--- src/rtl/argmax_stream_ctrl_if.sv ---
// Score-in / prediction-out handshake bundle for argmax_stream_ctrl; ARGMAX_SCORE_OUT_EN adds max_score.
// Latency: none, wires only.
// Backpressure: in_valid/in_ready for scores, out_valid/out_ready for the prediction.
interface argmax_stream_ctrl_if #(
    parameter int DATA_WIDTH = 29,
    parameter int IDX_WIDTH  = 8
);
    logic                  in_valid;
    logic                  in_ready;
    logic [DATA_WIDTH-1:0] in_data;
    logic                  in_last;
    logic                  out_valid;
    logic                  out_ready;
    logic [IDX_WIDTH-1:0]  predict;
    logic                  frame_err;
`ifdef ARGMAX_SCORE_OUT_EN
    logic [DATA_WIDTH-1:0] max_score;

    modport master (
        output in_valid, in_data, in_last, out_ready,
        input  in_ready, out_valid, predict, frame_err, max_score
    );
    modport slave (
        input  in_valid, in_data, in_last, out_ready,
        output in_ready, out_valid, predict, frame_err, max_score
    );
`else
    modport master (
        output in_valid, in_data, in_last, out_ready,
        input  in_ready, out_valid, predict, frame_err
    );
    modport slave (
        input  in_valid, in_data, in_last, out_ready,
        output in_ready, out_valid, predict, frame_err
    );
`endif
endinterface

--- src/rtl/argmax_stream_ctrl.sv ---
// Serial argmax over a frame of signed scores; ARGMAX_SCORE_OUT_EN also exports the winning score.
// Latency: out_valid rises one cycle after the frame-ending beat is accepted.
// Backpressure: in_ready is low while a result is held; the result waits for out_ready, giving a 1-cycle bubble.
module argmax_stream_ctrl #(
    parameter int DATA_WIDTH  = 29,
    parameter int NUM_CLASSES = 10,
    parameter int IDX_WIDTH   = 8
) (
    input  logic                  clk,
    input  logic                  rst,
    argmax_stream_ctrl_if.slave   bus
);
    localparam logic [0:0] ST_COLLECT = 1'b0;
    localparam logic [0:0] ST_HOLD    = 1'b1;
    localparam logic [IDX_WIDTH-1:0] LAST_IDX = IDX_WIDTH'(NUM_CLASSES - 1);

    logic [0:0]                   state_q, state_d;
    logic [IDX_WIDTH-1:0]         count_q, count_d;
    logic [IDX_WIDTH-1:0]         max_idx_q, max_idx_d;
    logic [IDX_WIDTH-1:0]         predict_q, predict_d;
    logic signed [DATA_WIDTH-1:0] max_reg_q, max_reg_d;
    logic                         frame_err_q, frame_err_d;
    logic                         beat_acc;
    logic                         at_last_idx;

    // Next-state: track running max during COLLECT, latch the result at frame end, wait for the sink in HOLD.
    always_comb begin
        state_d     = state_q;
        count_d     = count_q;
        max_idx_d   = max_idx_q;
        max_reg_d   = max_reg_q;
        predict_d   = predict_q;
        frame_err_d = frame_err_q;
        beat_acc    = bus.in_valid && (state_q == ST_COLLECT);
        at_last_idx = (count_q == LAST_IDX);

        if (beat_acc) begin
            // First beat loads unconditionally; later beats replace only when strictly greater,
            // so ties keep the lower index. count_q is the pre-update index of this beat.
            if ((count_q == '0) || ($signed(bus.in_data) > max_reg_q)) begin
                max_reg_d = $signed(bus.in_data);
                max_idx_d = count_q;
            end
            if (bus.in_last || at_last_idx) begin
                predict_d   = max_idx_d;
                frame_err_d = bus.in_last ^ at_last_idx;
                count_d     = '0;
                state_d     = ST_HOLD;
            end else begin
                count_d = count_q + IDX_WIDTH'(1);
            end
        end else if ((state_q == ST_HOLD) && bus.out_ready) begin
            state_d = ST_COLLECT;
        end
    end

    // State registers with synchronous reset; reset drops any partial frame or held result.
    always_ff @(posedge clk) begin
        if (rst) begin
            state_q     <= ST_COLLECT;
            count_q     <= '0;
            max_idx_q   <= '0;
            max_reg_q   <= '0;
            predict_q   <= '0;
            frame_err_q <= 1'b0;
        end else begin
            state_q     <= state_d;
            count_q     <= count_d;
            max_idx_q   <= max_idx_d;
            max_reg_q   <= max_reg_d;
            predict_q   <= predict_d;
            frame_err_q <= frame_err_d;
        end
    end

    // Handshake outputs decode the state register only, so no path from in_valid or out_ready.
    assign bus.in_ready  = (state_q == ST_COLLECT);
    assign bus.out_valid = (state_q == ST_HOLD);
    assign bus.predict   = predict_q;
    assign bus.frame_err = frame_err_q;
`ifdef ARGMAX_SCORE_OUT_EN
    // max_reg is untouched while in HOLD, so it is stable for as long as out_valid is high.
    assign bus.max_score = max_reg_q;
`endif

endmodule
--- src/flat_wrapper.sv ---
// flat-port wrapper written by rule: the top's interface ports become plain ports
module argmax_stream_ctrl_flat 
#(
    parameter int DATA_WIDTH  = 29,
    parameter int NUM_CLASSES = 10,
    parameter int IDX_WIDTH   = 8
)
  (clk, rst, bus_in_valid, bus_in_data, bus_in_last, bus_out_ready, bus_in_ready, bus_out_valid, bus_predict, bus_frame_err);
  argmax_stream_ctrl_if #(.DATA_WIDTH(DATA_WIDTH), .IDX_WIDTH(IDX_WIDTH)) bus_i ();
  input  logic clk;
  input  logic rst;
  input wire logic [$bits(bus_i.in_valid)-1:0] bus_in_valid;
  input wire logic [$bits(bus_i.in_data)-1:0] bus_in_data;
  input wire logic [$bits(bus_i.in_last)-1:0] bus_in_last;
  input wire logic [$bits(bus_i.out_ready)-1:0] bus_out_ready;
  output wire logic [$bits(bus_i.in_ready)-1:0] bus_in_ready;
  output wire logic [$bits(bus_i.out_valid)-1:0] bus_out_valid;
  output wire logic [$bits(bus_i.predict)-1:0] bus_predict;
  output wire logic [$bits(bus_i.frame_err)-1:0] bus_frame_err;
  assign bus_i.in_valid = bus_in_valid;
  assign bus_i.in_data = bus_in_data;
  assign bus_i.in_last = bus_in_last;
  assign bus_i.out_ready = bus_out_ready;
  assign bus_in_ready = bus_i.in_ready;
  assign bus_out_valid = bus_i.out_valid;
  assign bus_predict = bus_i.predict;
  assign bus_frame_err = bus_i.frame_err;
  argmax_stream_ctrl #(.DATA_WIDTH(DATA_WIDTH), .NUM_CLASSES(NUM_CLASSES), .IDX_WIDTH(IDX_WIDTH)) u_core (.clk(clk), .rst(rst), .bus(bus_i));
endmodule
--- config.mk ---
export PLATFORM = sky130hd
export DESIGN_NAME = argmax_stream_ctrl_flat
export DESIGN_NICKNAME = d
export VERILOG_FILES = /design/src/rtl/argmax_stream_ctrl_if.sv /design/src/rtl/argmax_stream_ctrl.sv /design/src/flat_wrapper.sv
export SDC_FILE = /design/constraint.sdc
export NUM_CORES = 1
export LEC_CHECK = 0
export ABC_CLOCK_PERIOD_IN_PS = 4600
export CELL_PAD_IN_SITES_DETAIL_PLACEMENT = 0
export CELL_PAD_IN_SITES_GLOBAL_PLACEMENT = 1
export CORE_ASPECT_RATIO = 1.2
export CORE_MARGIN = 5
export CORE_UTILIZATION = 45
export DETAILED_ROUTE_END_ITERATION = 12
export GPL_TIMING_DRIVEN = 0
export HOLD_SLACK_MARGIN = 0.1
export MAX_ROUTING_LAYER = met4
export PLACE_DENSITY_LB_ADDON = 0.1
export SLEW_MARGIN = 40
export SYNTH_ARGS = -nofsm -noshare
export SYNTH_HDL_FRONTEND = slang
export SYNTH_SLANG_ARGS = --single-unit
export TNS_END_PERCENT = 50
--- constraint.sdc ---
create_clock -name clk -period 4.6 [get_ports clk]
set_input_delay 0.69 -clock clk [delete_from_list [all_inputs] [get_ports clk]]
set_output_delay 0.69 -clock clk [all_outputs]
set_load 0.03 [all_outputs]
# == Yosys cells after proc, flatten, opt, wreduce, memory -nomap -nowiden ==
# Cells that the tools add are included.
# word_totals
inputBits,34
ram_bits,0
memories,0
output_inout_bits,11
regBits,55
rom_bits,0
latch_bits,0
wordCells,26
# classes
n_mux,5
bitwise,2
shifts,0
n_eq_ne,2
n_mul,0
addsub,1
reduce_logical,9
n_div,0
n_lt_le_gt_ge,1
# op_table
op,n
$gt 29x29->1,1
$mux 8,2
$add 8x1->8 const B,1
$eq 8x4->1 const B,1
$logic_not 8->1,1
$reduce_and 2->1,3
$mux 1,3
$logic_and 1x1->1,2
$logic_or 1x1->1,2
$ne 2x2->1 const B,1
$reduce_bool 2->1,1
$not 1->1,1
$xor 1x1->1,1

# == Longest topological paths before layout ==
# logic_depth
depth_word,4
mapped_depth,11
depth_no_buf,9

# == Worst setup path after synthesis ==
# No wires, ideal clock.
# synth_timing
kind,input to register
start,input port bus_in_data[28]
end,register u_core.max_idx_q[0]
arrival_ns,2.658
t_required_ns,4.528
path_buffers,2
path_slack_ns,1.871
setup_time_ns,0.072
path_stages,10
cell_sequence,ha_1 nand4_1 nor3_1 a221oi_1 and3_1 a221o_1 a21oi_1 buf_4 buf_8 mux2i_1
# synth_via
elab_chain_cells,3
# synth_rtl
item,line_no,text
start: declaration,flat_wrapper.sv:13,input wire logic [$bits(bus_i.in_data)-1:0] bus_in_data;
$gt 29x29->1,argmax_stream_ctrl.sv:40,if ((count_q == '0) || ($signed(bus.in_data) > max_reg_q)) begin
$logic_or 1x1->1,argmax_stream_ctrl.sv:40,
$mux 8,argmax_stream_ctrl.sv:40,
end signal: assignment,argmax_stream_ctrl.sv:69,max_idx_q <= max_idx_d;
end: declaration,argmax_stream_ctrl.sv:19,"logic [IDX_WIDTH-1:0] max_idx_q, max_idx_d;"
# Every way passes these cells.
# A chain may end at the register's enable or synchronous reset.

# == Worst setup path after layout ==
# layout_timing
start,input port bus_in_data[28]
end,register u_core.max_reg_q[7]
# layout_via
elab_chain_cells,3
# layout_rtl
item,line_no,text
$gt 29x29->1,argmax_stream_ctrl.sv:40,
$logic_or 1x1->1,argmax_stream_ctrl.sv:40,
$reduce_and 2->1 (no source line),--,
end signal: assignment,argmax_stream_ctrl.sv:70,max_reg_q <= max_reg_d;
end: declaration,argmax_stream_ctrl.sv:21,"logic signed [DATA_WIDTH-1:0] max_reg_q, max_reg_d;"
# Every way passes these cells.

==> flow_summary.yaml <==
timing:
  maxSlewViolCount: 0
  tightest_slew_ns: 0.853
  slew_headroom_pct: 42.9
  finClkSkew_ns: 0.00978
  max_freq_mhz: 303
  fin_crit_sh_pct: 71.7
  setup_viol: 0
  finalHoldViolations: 0
  post-route-min-period_ns: 3.30
  tns_ns: 0
  grt_setup_unrepaired: "no"
floorplan:
  core_um2: 7190
  rows: 34
  die_height_um: 104
  start_util_pct: 45.6
  num_io_pins: 45
  die_x_um: 88.0
  dieArea_um2: 9110
logic_synthesis:
  synth-edff-count: 0
  synthSimpleGateAreaFrac_pct: 23.1
  yosysSeqAreaShare_pct: 33.5
  syn_area_um2: 3280
  synth_nets: 438
  synth.avg_cell_area_um2: 8.85
  ys.flop_type: "dfxtp_1"
  synth_xor_xnor_area_share_pct: 1.33
  ys_ff_latch: 55
  synth.mux.area_fraction_pct: 11.0
  async_flop_share_pct: 0
  synthAdderAreaFrac_pct: 12.6
  synth.distinct_cells: 36
  netlist_instances: 371
  synth_compound_area_share_pct: 10.9
  ys_warn_count: 0
  synth_top_family_by_area: "simple AND/OR/NAND/NOR gates"
worst_setup_path:
  r2r_slack_ns: 1.75
  crit_chain: "clkdlybuf4s50_1 -> ha_1 -> nand4_1 -> nor4_1 -> o41ai_1 -> a221o_1 -> a21oi_1 -> buf_4 -> buf_8 -> mux2i_1"
  worst-path-buf-inv: 3
  crit_slowest_cell: "nor4_1"
  worst-path-max-fanout: 10
  cp.required_ns: 4.83
  end_kind: "register"
  critical_path_class: "input pin to register"
  arrival_ns: 3.53
  critPathTopFamily: "buffers and inverters"
  worst_path_largest_cell_delay_ns: 0.50
  start_kind: "input pin"
grt:
  grt_pass1_vias: 2572
  antenna_found_initial: 0
  grt_overflow: 0
  grt_pass1_wl_um: 11800
  grt_max_degree: 19
  grtUsageTotal_pct: 16.2
detailed_routing:
  wire_per_inst_um: 13.7
  drc: 0
  drt_iter0_drc: 78
  wl_um: 7020
  first_pass_iters: 4
  avgViaCountPerCell: 5.16
  antenna_left: 0
  num_vias: 2646
final_layout:
  fin_nets: 489
  area_growth_pct: 19.6
  stdcell_area_um2: 3930
  layout-drive-gt1-share_pct: 3.31
  diodes: 0
cts:
  clk_pin_slew_worst_paths_ns: 0.11
  post_cts_resized: 0
  insertion_delay_ns: 0.31
  htree_levels: 2
  cts_setup_buffers: 0
  cts_buffer_depth: 2
  tritoncts: "yes"
  cts_buffers: 5
  clock-root-buffer: "clkbuf_8"
  cts_sinks: 55
  cts_hold_repair.buffers: 0
status:
  run_status: "finished, final reports clean"
pwr:
  pwr-share-seq_pct: 48.7
  p_clk_share_pct: 26.2
  ir_drop_mv: 0.155
  power.switching_uw: 324
  power.density_nw_per_um2: 273
  leakage_uw: 0.00155
  total_power_uw: 1070
  p_int_uw: 749
  comb_power_share_pct: 25.1
  switching_share_pct: 30.2
worst_hold_path:
  hold_path_class: "register to register"
flow_run:
  drv_cap: 0
placed_design:
  portBuffers: 44
  dpl_cell_area_um2: 3830
  gp_congestion: 0.763
  dp_hpwl_um: 5300
## power by group through the flow
stage	clock, uW	sequential (uW)	combinational, uW
after floorplan	0	541	172
after global placement	0	532	269
after detailed placement	0	533	272
after CTS	293	523	274
after global routing	313	526	300
final	281	522	270
## worst register-to-register path: cells and delay by family, from the launching register on
| family | cells | cell delay (ns) |
|---|---|---|
| flip-flops | 1 | 0.35 |
| adder cells (fa/ha/maj) | 1 | 0.31 |
| multiplexers | 1 | 0.21 |
| AND/OR/NAND/NOR | 2 | 0.68 |
| buffers and inverters | 3 | 0.49 |
| AO/OA/AOI/OAI | 3 | 0.73 |
## layer usage
metal / up-vias / global-route usage, % / part of all wire (%)
li1: 1367 / - / -
met1: 1231 / 21.5 / 49
met2: 43 / 25.9 / 46
met3: 5 / 3.02 / 4.1
met4: 0 / 2.96 / 0.78
met5: - / - / 0
## final timing paths
path | end | from | cells after the start
setup / recovery | u_core.max_reg_q[7] | bus_in_data[28] | 10
hold / removal | u_core.bus.frame_err | u_core.bus.frame_err | 2
setup reg to reg | u_core.max_reg_q[7] | u_core.max_reg_q[28] | 10
hold reg to reg | u_core.bus.frame_err | u_core.bus.frame_err | 2
## state kept, by name, summed over array words and instances, names as in the netlist
name,cells
u_core.max_reg_q,29
u_core.bus.frame_err,1
u_core.bus.predict,8
u_core.count_q,8
u_core.max_idx_q,8
u_core.bus.out_valid,1
## cell families after synthesis
logic type	after synthesis
and+or+nand+nor	134
DFF	55
AOI/OAI and AO/OA	54
xor gates and xnor gates	5
buffers and inverters	54
muxes	36
adders and majority gates	33
## per-stage QoR
step           util [%]  hold WS [ns]  cells  setup slack [ns]
5_1_grt            54.6         0.486    513              1.07
3_5_place_dp       53.3         0.447    505             0.936
4_1_cts            54.6         0.463    513              1.25
6_report           54.6         0.462    513              1.30
2_1_floorplan         -         0.449    371              1.87
3_3_place_gp       53.3         0.446    505             0.961
## cell usage in the layout (no fill, tap or decap), types with 3 or more instances in the layout
| cell type | synthesis | routed |
|---|---|---|
| nand2_1 | 11 | 11 |
| a21oi_1 | 17 | 17 |
| a211oi_1 | 16 | 16 |
| ha_1 | 33 | 33 |
| clkdlybuf4s50_1 | 0 | 44 |
| dfxtp_1 | 55 | 55 |
| xor2_1 | 3 | 3 |
| and3_1 | 3 | 3 |
| nor2_1 | 18 | 18 |
| nand4_1 | 9 | 9 |
| inv_1 | 35 | 35 |
| clkbuf_1 | 13 | 13 |
| nand2b_1 | 76 | 76 |
| o21ai_0 | 5 | 5 |
| nand3_1 | 7 | 7 |
| clkbuf_8 | 0 | 5 |
| mux2i_1 | 36 | 36 |
| buf_8 | 3 | 3 |
| o21bai_1 | 8 | 8 |
## cell usage after synthesis, types with 3 or more instances
library cell	count	area share (%)
a211oi_1	16	3.7
nand2b_1	76	14
o21bai_1	8	1.8
buf_8	3	1.4
nand4_1	9	1.7
xor2_1	3	0.80
nor2_1	18	2.1
and3_1	3	0.57
clkbuf_1	13	1.5
ha_1	33	13
nand3_1	7	1.1
mux2i_1	36	11
a21oi_1	17	2.6
inv_1	35	4.0
dfxtp_1	55	34
o21ai_0	5	0.76
nand2_1	11	1.3
## cell type report
type,count,area [um2]
buffer,19,118
clock buffer,5,68.8
clock inverter,3,22.5
fill,695,3260
inverter,35,131
multi-input combinational,262,1930
sequential,55,1100
tap,90,113
timing repair buffer,44,440
(Power assumes the default switching activity.)
